### src/rtl/bg_effect_pkg.sv
`default_nettype none
// +--------------------------------------------------------------------+
// | bg_effect_pkg                                                      |
// | Shared state and effect-code definitions for background effects.   |
// | Rev 1.0                                                            |
// +--------------------------------------------------------------------+
package bg_effect_pkg;

  typedef enum logic [1:0] {
    IDLE = 2'd0,
    ICE  = 2'd1,
    BOOM = 2'd2
  } effect_state_t;

  localparam logic [1:0] EFFECT_NONE = 2'd0;
  localparam logic [1:0] EFFECT_ICE  = 2'd1;
  localparam logic [1:0] EFFECT_BOOM = 2'd2;

endpackage
`default_nettype wire

### src/rtl/effect_frame_timer.sv
`default_nettype none
// +--------------------------------------------------------------------+
// | effect_frame_timer                                                 |
// | Loadable frame down-counter with freeze; flags its final frame.    |
// | Rev 1.0                                                            |
// +--------------------------------------------------------------------+
module effect_frame_timer #(
  parameter int unsigned MAX_COUNT = 1,
  parameter int unsigned WIDTH     = $clog2(MAX_COUNT + 1)
) (
  input  logic clk,
  input  logic resetN,
  input  logic clear,
  input  logic load,
  input  logic freeze,
  input  logic tick,
  output logic last
);

  logic [WIDTH-1:0] r_count;

  // Load beats decrement, and the count holds at 1 so it can never wrap.
  always_ff @(posedge clk or negedge resetN) begin
    if (!resetN) begin
      r_count <= '0;
    end else if (clear) begin
      r_count <= '0;
    end else if (load) begin
      r_count <= WIDTH'(MAX_COUNT);
    end else if (tick && !freeze && (r_count > WIDTH'(1))) begin
      r_count <= r_count - WIDTH'(1);
    end
  end

  assign last = (r_count == WIDTH'(1));

endmodule
`default_nettype wire

### src/rtl/background_effect_scheduler.sv
`default_nettype none
// +--------------------------------------------------------------------+
// | background_effect_scheduler                                        |
// | Frame-timed Ice/Boom enable windows; Boom preempts, Ice resumes.   |
// | Rev 1.0                                                            |
// +--------------------------------------------------------------------+
module background_effect_scheduler
  import bg_effect_pkg::*;
#(
  parameter int unsigned ICE_FRAMES   = 120,
  parameter int unsigned BOOM_FRAMES  = 30,
  parameter int unsigned BLINK_PERIOD = 4
) (
  input  logic       clk,
  input  logic       resetN,
  input  logic       startOfFrame,
  input  logic       iceEvent,
  input  logic       boomEvent,
  input  logic       clearEffects,
  output logic       iceEnable,
  output logic       boomEnable,
  output logic [1:0] effectCode,
  output logic       busy
);

  effect_state_t r_state, w_state_nxt;
  logic r_ice_pending, w_ice_pending_nxt;
  logic r_blink_phase, w_blink_phase_nxt;

  logic w_ice_clr, w_ice_load, w_ice_tick, w_ice_last;
  logic w_boom_clr, w_boom_load, w_boom_tick, w_boom_last;
  logic w_blink_clr, w_blink_load, w_blink_tick, w_blink_last;
  logic w_ice_en, w_boom_en, w_busy;
  logic [1:0] w_code;

  always_ff @(posedge clk or negedge resetN) begin
    if (!resetN) begin
      r_state       <= IDLE;
      r_ice_pending <= 1'b0;
      r_blink_phase <= 1'b0;
    end else begin
      r_state       <= w_state_nxt;
      r_ice_pending <= w_ice_pending_nxt;
      r_blink_phase <= w_blink_phase_nxt;
    end
  end

  always_comb begin
    w_state_nxt       = r_state;
    w_ice_pending_nxt = r_ice_pending;
    w_blink_phase_nxt = r_blink_phase;
    w_ice_clr   = 1'b0; w_ice_load   = 1'b0; w_ice_tick   = 1'b0;
    w_boom_clr  = 1'b0; w_boom_load  = 1'b0; w_boom_tick  = 1'b0;
    w_blink_clr = 1'b0; w_blink_load = 1'b0; w_blink_tick = 1'b0;
    if (clearEffects) begin
      w_state_nxt       = IDLE;
      w_ice_pending_nxt = 1'b0;
      w_blink_phase_nxt = 1'b0;
      w_ice_clr   = 1'b1;
      w_boom_clr  = 1'b1;
      w_blink_clr = 1'b1;
    end else begin
      case (r_state)
        IDLE: begin
          if (boomEvent) begin
            w_state_nxt       = BOOM;
            w_boom_load       = 1'b1;
            w_blink_load      = 1'b1;
            w_blink_phase_nxt = 1'b1;
            if (iceEvent) begin
              w_ice_pending_nxt = 1'b1;
              w_ice_load        = 1'b1;
            end
          end else if (iceEvent) begin
            w_state_nxt = ICE;
            w_ice_load  = 1'b1;
          end
        end
        ICE: begin
          if (boomEvent) begin
            // Ice count is frozen while Boom runs unless a fresh iceEvent reloads it.
            w_state_nxt       = BOOM;
            w_boom_load       = 1'b1;
            w_blink_load      = 1'b1;
            w_blink_phase_nxt = 1'b1;
            w_ice_pending_nxt = 1'b1;
            w_ice_load        = iceEvent;
          end else if (iceEvent) begin
            w_ice_load = 1'b1;
          end else if (startOfFrame) begin
            if (w_ice_last) begin
              w_state_nxt = IDLE;
              w_ice_clr   = 1'b1;
            end else begin
              w_ice_tick = 1'b1;
            end
          end
        end
        BOOM: begin
          if (iceEvent) begin
            w_ice_pending_nxt = 1'b1;
            w_ice_load        = 1'b1;
          end
          if (boomEvent) begin
            w_boom_load       = 1'b1;
            w_blink_load      = 1'b1;
            w_blink_phase_nxt = 1'b1;
          end else if (startOfFrame) begin
            if (w_boom_last) begin
              w_boom_clr        = 1'b1;
              w_blink_clr       = 1'b1;
              w_blink_phase_nxt = 1'b0;
              if (r_ice_pending || iceEvent) begin
                w_state_nxt       = ICE;
                w_ice_pending_nxt = 1'b0;
              end else begin
                w_state_nxt = IDLE;
              end
            end else begin
              w_boom_tick = 1'b1;
              if (w_blink_last) begin
                w_blink_load      = 1'b1;
                w_blink_phase_nxt = ~r_blink_phase;
              end else begin
                w_blink_tick = 1'b1;
              end
            end
          end
        end
        default: w_state_nxt = IDLE;
      endcase
    end
  end

  // Outputs are decoded from next-state values so they register alongside the state.
  always_comb begin
    w_ice_en  = (w_state_nxt == ICE);
    w_boom_en = (w_state_nxt == BOOM) && w_blink_phase_nxt;
    w_busy    = (w_state_nxt != IDLE) || w_ice_pending_nxt;
    w_code    = (w_state_nxt == BOOM) ? EFFECT_BOOM :
                (w_state_nxt == ICE)  ? EFFECT_ICE  : EFFECT_NONE;
  end

  always_ff @(posedge clk or negedge resetN) begin
    if (!resetN) begin
      iceEnable  <= 1'b0;
      boomEnable <= 1'b0;
      effectCode <= EFFECT_NONE;
      busy       <= 1'b0;
    end else begin
      iceEnable  <= w_ice_en;
      boomEnable <= w_boom_en;
      effectCode <= w_code;
      busy       <= w_busy;
    end
  end

  effect_frame_timer #(.MAX_COUNT(ICE_FRAMES)) u_ice_timer (
    .clk(clk), .resetN(resetN), .clear(w_ice_clr), .load(w_ice_load),
    .freeze(r_state == BOOM), .tick(w_ice_tick), .last(w_ice_last)
  );

  effect_frame_timer #(.MAX_COUNT(BOOM_FRAMES)) u_boom_timer (
    .clk(clk), .resetN(resetN), .clear(w_boom_clr), .load(w_boom_load),
    .freeze(1'b0), .tick(w_boom_tick), .last(w_boom_last)
  );

  effect_frame_timer #(.MAX_COUNT(BLINK_PERIOD)) u_blink_timer (
    .clk(clk), .resetN(resetN), .clear(w_blink_clr), .load(w_blink_load),
    .freeze(1'b0), .tick(w_blink_tick), .last(w_blink_last)
  );

endmodule
`default_nettype wire

### config.mk
export PLATFORM = sky130hd
export DESIGN_NAME = background_effect_scheduler
export DESIGN_NICKNAME = d
export VERILOG_FILES = /design/src/rtl/bg_effect_pkg.sv /design/src/rtl/effect_frame_timer.sv /design/src/rtl/background_effect_scheduler.sv
export SDC_FILE = /design/constraint.sdc
export NUM_CORES = 1
export LEC_CHECK = 0
export BUFFER_PORTS_ARGS = -buffer_cell sky130_fd_sc_hd__clkbuf_2
export CORE_MARGIN = 4
export CORE_UTILIZATION = 40
export DETAILED_ROUTE_END_ITERATION = 8
export HOLD_SLACK_MARGIN = 0.1
export SLEW_MARGIN = 20
export SYNTH_ARGS = -nofsm -noshare
export SYNTH_HDL_FRONTEND = slang
export SYNTH_SLANG_ARGS = --single-unit
export TNS_END_PERCENT = 1
### constraint.sdc
create_clock -name clk -period 2.82 [get_ports clk]
set_clock_uncertainty 0.05 [all_clocks]
set_input_delay 0.282 -clock clk [delete_from_list [all_inputs] [get_ports clk]]
set_output_delay 0.282 -clock clk [all_outputs]
set_load 0.01 [all_outputs]
==> flow_summary.toml, run 1 <==
[logic_synthesis]
syn_inst = 148
synth_edf_count = 0
synth_most_common_cell = "dfrtp_1"
synth_cell_types = 51
yosys_warnings = 0
synth_top_area_share_pct = 39.0
yosys-top-cells-count = "dfrtp_1 (23), inv_1 (14), a21oi_1 (10)"
yosys-top-cells-area = "dfrtp_1 (39%), ha_1 (5.1%), inv_1 (3.6%)"
synth_area_um2 = 1480
synthFlopType = "dfrtp_1"
postSynthAreaPerCell_um2 = 9.98
yosysSeqAreaShare_pct = 39.0
async_flop_share_pct = 100
yosysTopAreaCell = "dfrtp_1"
ys_ff_latch = 23
syn_nets = 160

[cts]
cts_tree = "done"
cts_root_buf = "clkbuf_8"
clk_latency_ps = 260
clock-sinks = 23
clockBufferDepth = 2
cts_setup_buffers = 0
htree_levels = 1
cts_buffers = 3
cts.clk_slew.worst_paths_ps = 90

[drt]
drc = 0
drt-initial-drc-count = 96
wl_per_cell_um = 15.3
ant_nets = 0
routed-via-count = 1189
dr.pass1.iters = 4
vias_per_cell = 5.83
wirelength_um = 3130

[floorplan]
initial_core_util_pct = 42.9
die_y_um = 68.8
io_pins = 11
coreArea_um2 = 3440
dieArea_um2 = 4730
die_w_um = 68.8
rows = 21

[worst_setup_path]
crit_start = "u_boom_timer.r_count[1]"
cp.depth = 6
critPathMaxStageDelay_ps = 480
rr_worst_depth = 6
worstPathRequired_ps = 2910
crit_end = "busy"
criticalPathCategory = "reg2reg"
startpoint_type = "flop"
critPathTopFamily = "simple AND/OR/NAND/NOR gates"
critPathMaxFanout = 7
r2r_end = "busy"
path_cells = "inv_1 -> ha_1 -> nor4b_4 -> a2111oi_2 -> o221a_1 -> or3_1"
crit_slowest_cell = "nor4b_4"
r2r_start = "u_boom_timer.r_count[1]"
critPathCaptureType = "flop"
r2r_slack_ps = 740
cp.arrival_ps = 2180
worst-path-buf-inv = 1

[min_path]
hold_path.class = "in2reg"

[grt]
grt-ovfl-total = 0
grt_pass1_wl_um = 5380
grt_use_met1_pct = 19.1
gr-usage-met2_pct = 25.9
grt_pass1_vias = 1166
use_met3_pct = 2.43
grt_max_degree = 24
grt_use_total_pct = 14.8
grt_antenna_before_repair = 0
grt_busiest_layer = "met2"

[placement]
post-dp-hpwl_um = 2350
io_buffers = 10
pre_cts_ws_ps = 768
routabilityCongestion = 0.812

[pwr]
total_power_mw = 0.701
power_density_nw_per_um2 = 434
ir_drop_mv = 0.138
p_leak_nw = 0.666

[timing]
setup_viol = 0
worst_pin_slew_ps = 597
fin_ws_ps = 739
rsz0062_at_grt = "no"
fin_crit_ps = 2080
slew_violations = 0
tns_ps = 0
finalHoldViolCount = 0
fmax_mhz = 480
slew_headroom_pct = 60.2
min_period_over_period_pct = 73.8

[flow_run]
maxCapViolCount = 0

[run_status]
status = "finished, final reports clean"

[final_layout]
num_antenna_cells = 0
area_delta_synth_final_pct = 9.23
final_layout_size_suffix_gt1_share_pct = 16.5
fillCellCount = 344
nets = 171
per-stage QoR:
step                std cells  area, um^2  utilization, %  hold slack [ps]
finish                    204        1610            46.9              406
global route              204        1610            46.9              447
CTS                       204        1610            46.9              401
detailed placement        199        1560            45.3              269
global placement          199        1560            45.3              252
floorplan                 148        1480               -            -63.6
power breakdown:
part           internal (mW)  total, mW  switching, mW
logic                 0.0468      0.117         0.0703
registers              0.350      0.377         0.0271
clock network         0.0985      0.206          0.107
total                  0.496      0.701          0.205
what timing repair did:
item / CTS / global route
resized for setup: 0 / 0
hold endpoints to repair: 23 / 0
hold buffers: 1 / 0
sequential cells by signal (all words and copies together) (netlist names):
| signal | cells |
|---|---|
| busy | 1 |
| r_ice_pending | 1 |
| r_blink_phase | 1 |
| r_state | 2 |
| effectCode | 2 |
| u_blink_timer.r_count | 3 |
| boomEnable | 1 |
| u_boom_timer.r_count | 5 |
| u_ice_timer.r_count | 7 |
worst min-delay path by stage:
stage / to / cells past startpoint / slack, ps / from
after global routing: u_ice_timer.r_count[3] / 3 / 450 / iceEvent
final: u_ice_timer.r_count[3] / 3 / 410 / iceEvent
after CTS: u_ice_timer.r_count[3] / 3 / 400 / iceEvent
after detailed placement: u_blink_timer.r_count[2] / 1 / 270 / resetN
after global placement: u_blink_timer.r_count[0] / 1 / 250 / resetN
after floorplan: boomEnable / 0 / -60 / resetN
routing by layer:
metal  share of wire, %  wire length (um)  vias up
met1                 48              1490      592
li1                   -                 -      581
met2                 49              1540       14
met5                  0                 0        -
met3                2.8                88        2
met4               0.35                11        0
cell families after synthesis:
kind of cell | after synthesis | synth area share, %
and+or+nand+nor | 50 | 22.9
buffers and inverters | 20 | 5.67
muxes | 2 | 1.44
adders and majority gates | 6 | 5.08
DFF | 23 | 38.9
AOI/OAI and AO/OA | 45 | 24.8
xor gates and xnor gates | 2 | 1.19
layout make-up:
| class | instances | area [um^2] | area share [%] |
|---|---|---|---|
| Tap cell | 46 | 57.6 | 3.57 |
| Clock inverter | 1 | 5.00 | 0.310 |
| Sequential cell | 23 | 576 | 35.7 |
| Clock buffer | 3 | 41.3 | 2.56 |
| Inverter | 15 | 56.3 | 3.49 |
| Multi-Input combinational cell | 105 | 818 | 50.7 |
| Timing Repair Buffer | 11 | 60.1 | 3.72 |
worst register-to-register path, cell delays in order (launching register included):
cell	delay, ps
dfrtp_1	400
inv_1	120
ha_1	190
nor4b_4	480
a2111oi_2	150
o221a_1	270
or3_1	300
cells in the final DEF, fill, tap and decap left out, types with 2 or more instances in the layout:
cell / synthesis / final
a21oi_1: 10 / 10
xnor2_1: 2 / 2
o21bai_1: 2 / 2
o311ai_0: 2 / 2
a31oi_1: 3 / 3
a41o_1: 2 / 2
nand2b_1: 2 / 2
nor2_1: 5 / 5
ha_1: 6 / 6
o31ai_1: 3 / 3
and3_1: 3 / 3
nand3_1: 4 / 4
nor3_1: 3 / 3
o211ai_1: 3 / 3
nand2_1: 7 / 7
o21ai_0: 6 / 6
nand4_1: 2 / 2
and3b_1: 2 / 2
dfrtp_1: 23 / 23
o32ai_1: 2 / 2
or4_1: 3 / 3
inv_1: 14 / 14
clkbuf_2: 0 / 10
clkbuf_8: 0 / 3
or3_1: 4 / 4
nor2b_1: 5 / 5
(Power assumes the default switching activity.)
==> inputs of run 2 (changes only) <==
==> constraint.sdc (replaced) <==
create_clock -name clk -period 2.15 [get_ports clk]
set_clock_uncertainty 0.05 [all_clocks]
set_input_delay 0.215 -clock clk [delete_from_list [all_inputs] [get_ports clk]]
set_output_delay 0.215 -clock clk [all_outputs]
set_load 0.01 [all_outputs]
==> run 2 against run 1 <==
  * Worst setup slack worse by 570 ps
  * Global-route usage grew 0.38 points
  * Die area is the same
  * Clock power rose by 32%
  * Sequential share of layout area shrank 0.17 points
==> flow_summary.toml, run 2 (synthesis results as in run 1) <==
[run_status]
status = "finished, final reports clean"

[final_layout]
num_antenna_cells = 0
seq_area_um2 = 576
layout_commonest_cell = "dfrtp_1"
multi_input_area_um2 = 818
reg_top3 = "u_ice_timer.r_count: 7 flops, u_boom_timer.r_count: 5 flops, u_blink_timer.r_count: 3 flops"
fillCellCount = 316
nets = 172
stdcell_count = 205
final_cell_mix = "dfrtp_1 (23), inv_1 (14), a21oi_1 (10), clkbuf_2 (10), nand2_1 (7)"
largest_reg_flops = 7
final_layout_size_suffix_gt1_share_pct = 17.0
regMostFlops = "u_ice_timer.r_count"
area_delta_synth_final_pct = 9.74

[placement]
post-dp-hpwl_um = 2280
dp.cells = 200
io_buffers = 10
routabilityCongestion = 0.866

[timing]
finalHoldViolCount = 0
setup_viol = 0
worst_pin_slew_ps = 560
rsz0062_at_grt = "no"
slew_violations = 0
tns_ps = 0
fmax_mhz = 504
slew_headroom_pct = 62.7
fin_crit_ps = 1980
min_period_over_period_pct = 92.3

[grt]
grt_use_total_pct = 15.1
grt_pass1_vias = 1163
grt_pass1_wl_um = 5470
grt_max_degree = 24
grt-ovfl-total = 0
grt_antenna_before_repair = 0

[worst_setup_path]
critPathMaxFanout = 6
startpoint_type = "flop"
cp.arrival_ps = 2140
critPathCaptureType = "flop"
worstPathRequired_ps = 2300
criticalPathCategory = "reg2reg"

[cts]
cts_buffers = 3
cts_tree = "done"
cts_setup_buffers = 0
cts.clk_slew.worst_paths_ps = 80
clockBufferDepth = 2
hold_buffers = 1
clock-sinks = 23
cts_root_buf = "clkbuf_8"
clk_latency_ps = 260
htree_levels = 1
cts_resized = 0

[floorplan]
coreArea_um2 = 3440
initial_core_util_pct = 42.9
io_pins = 11
dieArea_um2 = 4730
rows = 21
die_w_um = 68.8
die_y_um = 68.8

[drt]
drc = 0
wl_per_cell_um = 14.9
routed-via-count = 1218
wirelength_um = 3050
ant_nets = 0
vias_per_cell = 5.94
dr.pass1.iters = 4
drt-initial-drc-count = 96

[min_path]
hold_path.class = "in2reg"

[pwr]
power_density_nw_per_um2 = 566
p_leak_nw = 0.671
ir_drop_mv = 0.252

[flow_run]
maxCapViolCount = 0
## run 2: changes by cell type in the layout (fill, tap and decap cells not counted)
cell   before  now
buf_4       0    1
## run 2: where the power goes
part / internal, mW / total [mW] / switching, mW
logic: 0.0614 / 0.152 / 0.0905
registers: 0.460 / 0.495 / 0.0355
clock network: 0.129 / 0.271 / 0.141
## run 2: through the flow
stage | cell area (um^2) | setup WS, ps | util (%) | hold WS, ps | power, mW
2_1_floorplan | 1480 | 284 | - | -131 | 0.606
3_3_place_gp | 1570 | 235 | 45.5 | 183 | 0.651
3_5_place_dp | 1570 | 199 | 45.5 | 190 | 0.653
4_1_cts | 1620 | 173 | 47.1 | 330 | 0.928
5_1_grt | 1620 | 43.5 | 47.1 | 377 | 0.973
6_report | 1620 | 166 | 47.1 | 348 | 0.918
## run 2: final cells by class
class / instances / area share, %
clock buffers: 3 / 2.55
clock inverters: 1 / 0.309
inverters: 15 / 3.47
multi-input cells: 105 / 50.5
flip-flops and latches: 23 / 35.5
well taps: 46 / 3.55
repair buffers: 12 / 4.17
## run 2: worst max-delay path, stage by stage (launching register included)
cell       delay (ps)
dfrtp_1           380
inv_1              90
ha_1              210
nor4b_4           160
buf_4             160
a2111oi_4         410
mux2_2            380
nor2_1             80
## run 2: final timing paths
check	start	cells past startpoint	end	slack (ps)
hold reg to reg	u_ice_timer.r_count[6]	2	u_ice_timer.r_count[6]	540
max in group asynchronous	resetN	2	r_state[0]	1270
hold / removal	iceEvent	3	effectCode[0]	350
min in group asynchronous	resetN	2	u_blink_timer.r_count[2]	410
setup / recovery	u_boom_timer.r_count[1]	7	u_blink_timer.r_count[1]	170
setup reg to reg	u_boom_timer.r_count[1]	7	u_blink_timer.r_count[1]	170
## run 2: layer usage
| metal | GRT usage, % | routed length (um) |
|---|---|---|
| met4 | 4.38 | 32 |
| met1 | 18.9 | 1360 |
| met3 | 2.43 | 173 |
| met5 | 0 | 0 |
| met2 | 26.7 | 1480 |
==> inputs of run 3 (changes only) <==
--- a/config.mk
+++ b/config.mk
@@ -10,6 +10,7 @@
 export CORE_UTILIZATION = 40
 export DETAILED_ROUTE_END_ITERATION = 8
 export HOLD_SLACK_MARGIN = 0.1
+export MAX_ROUTING_LAYER = met4
 export SLEW_MARGIN = 20
 export SYNTH_ARGS = -nofsm -noshare
 export SYNTH_HDL_FRONTEND = slang
==> run 3 against run 2 <==
  * Via count is 0.25% higher
  * Design area stayed put
  * Critical path type unchanged
  * Critical path depth is 1 lower
  * Wire length stayed put
==> flow_summary.toml, run 3 (synthesis results as in run 1) <==
[pwr]
power_density_nw_per_um2 = 566
p_leak_nw = 0.671
total_power_mw = 0.918
ir_drop_mv = 0.252

[cts]
clock-sinks = 23
cts_root_buf = "clkbuf_8"
cts_setup_buffers = 0
clk_latency_ps = 260
cts_buffers = 3
htree_levels = 1
cts.clk_slew.worst_paths_ps = 80
cts_resized = 0
clockBufferDepth = 2
cts_tree = "done"

[worst_setup_path]
r2r_slack_ps = 170
critPathMaxFanout = 4
criticalPathCategory = "reg2reg"
worstPathRequired_ps = 2260
cp.arrival_ps = 2100
critPathCaptureType = "flop"
startpoint_type = "flop"

[drt]
wirelength_um = 3050
dr.pass1.iters = 4
vias_per_cell = 5.96
wl_per_cell_um = 14.9
ant_nets = 0
routed-via-count = 1221
drt-initial-drc-count = 98
drc = 0

[timing]
fin_crit_ps = 1980
slew_violations = 0
rsz0062_at_grt = "no"
min_period_over_period_pct = 92.3
finalHoldViolCount = 0
fmax_mhz = 504
setup_viol = 0
slew_headroom_pct = 62.7
tns_ps = 0
worst_pin_slew_ps = 560

[floorplan]
initial_core_util_pct = 42.9
die_w_um = 68.8
io_pins = 11
coreArea_um2 = 3440
die_y_um = 68.8
rows = 21
dieArea_um2 = 4730

[final_layout]
reg_top3 = "u_ice_timer.r_count: 7 flops, u_boom_timer.r_count: 5 flops, u_blink_timer.r_count: 3 flops"
layout_commonest_cell = "dfrtp_1"
post-route-util_pct = 47.1
largest_reg_flops = 7
nets = 172
regMostFlops = "u_ice_timer.r_count"
final_cell_mix = "dfrtp_1 (23), inv_1 (14), a21oi_1 (10), clkbuf_2 (10), nand2_1 (7)"
final_layout_size_suffix_gt1_share_pct = 17.0
num_antenna_cells = 0
area_delta_synth_final_pct = 9.74

[min_path]
hold_path.class = "in2reg"

[grt]
grt-ovfl-total = 0
grt_max_degree = 24
grt_pass1_vias = 1165
grt_antenna_before_repair = 0
grt_use_total_pct = 15.5
grt_pass1_wl_um = 5460

[flow_run]
maxCapViolCount = 0

[placement]
io_buffers = 10
post-dp-hpwl_um = 2280
routabilityCongestion = 0.880

[run_status]
status = "finished, final reports clean"
run 3: layer usage:
layer | track usage [%] | vias to the layer above | share of wire [%]
li1 | - | 583 | -
met1 | 18.8 | 597 | 45
met2 | 26.7 | 37 | 49
met3 | 2.43 | 4 | 5.7
met4 | 4.38 | 0 | 1.1
met5 | - | - | 0
run 3: power by group:
group	internal, mW	switching [mW]	total [mW]
sequential	0.460	0.0354	0.495
clock	0.129	0.141	0.271
combinational	0.0614	0.0906	0.152
run 3: layout make-up:
type                       instances  area (um^2)
fill                             316         1820
multi-input combinational        105          818
sequential                        23          576
timing repair buffer              12         67.6
tap                               46         57.6
inverter                          15         56.3
clock buffer                       3         41.3
clock inverter                     1         5.00
run 3: critical path: stages, from the launching register on:
cell	delay, ps
dfrtp_1	400
inv_1	120
ha_1	200
or4b_1	480
a41o_1	250
a32o_1	230
and2_1	160
run 3: worst paths after layout:
| check | from | end | cells after the start |
|---|---|---|---|
| setup / recovery | u_boom_timer.r_count[1] | boomEnable | 6 |
| hold / removal | iceEvent | effectCode[0] | 3 |
| setup reg to reg | u_boom_timer.r_count[1] | boomEnable | 6 |
| hold reg to reg | u_ice_timer.r_count[6] | u_ice_timer.r_count[6] | 2 |
| max in group asynchronous | resetN | r_state[0] | 2 |
| min in group asynchronous | resetN | u_blink_timer.r_count[2] | 2 |
run 3: metrics by stage:
step | std cells | setup WS [ps] | hold WS [ps] | area (um^2)
2_1_floorplan | 148 | 284 | -131 | 1480
3_3_place_gp | 200 | 235 | 183 | 1570
3_5_place_dp | 200 | 199 | 190 | 1570
4_1_cts | 205 | 173 | 330 | 1620
5_1_grt | 205 | 43.5 | 377 | 1620
6_report | 205 | 165 | 348 | 1620
run 3: what timing repair did:
item	4_1_cts	5_1_grt
setup endpoints to repair	0	0
endpoints found under the hold margin	23	0
hold buffers	1	0
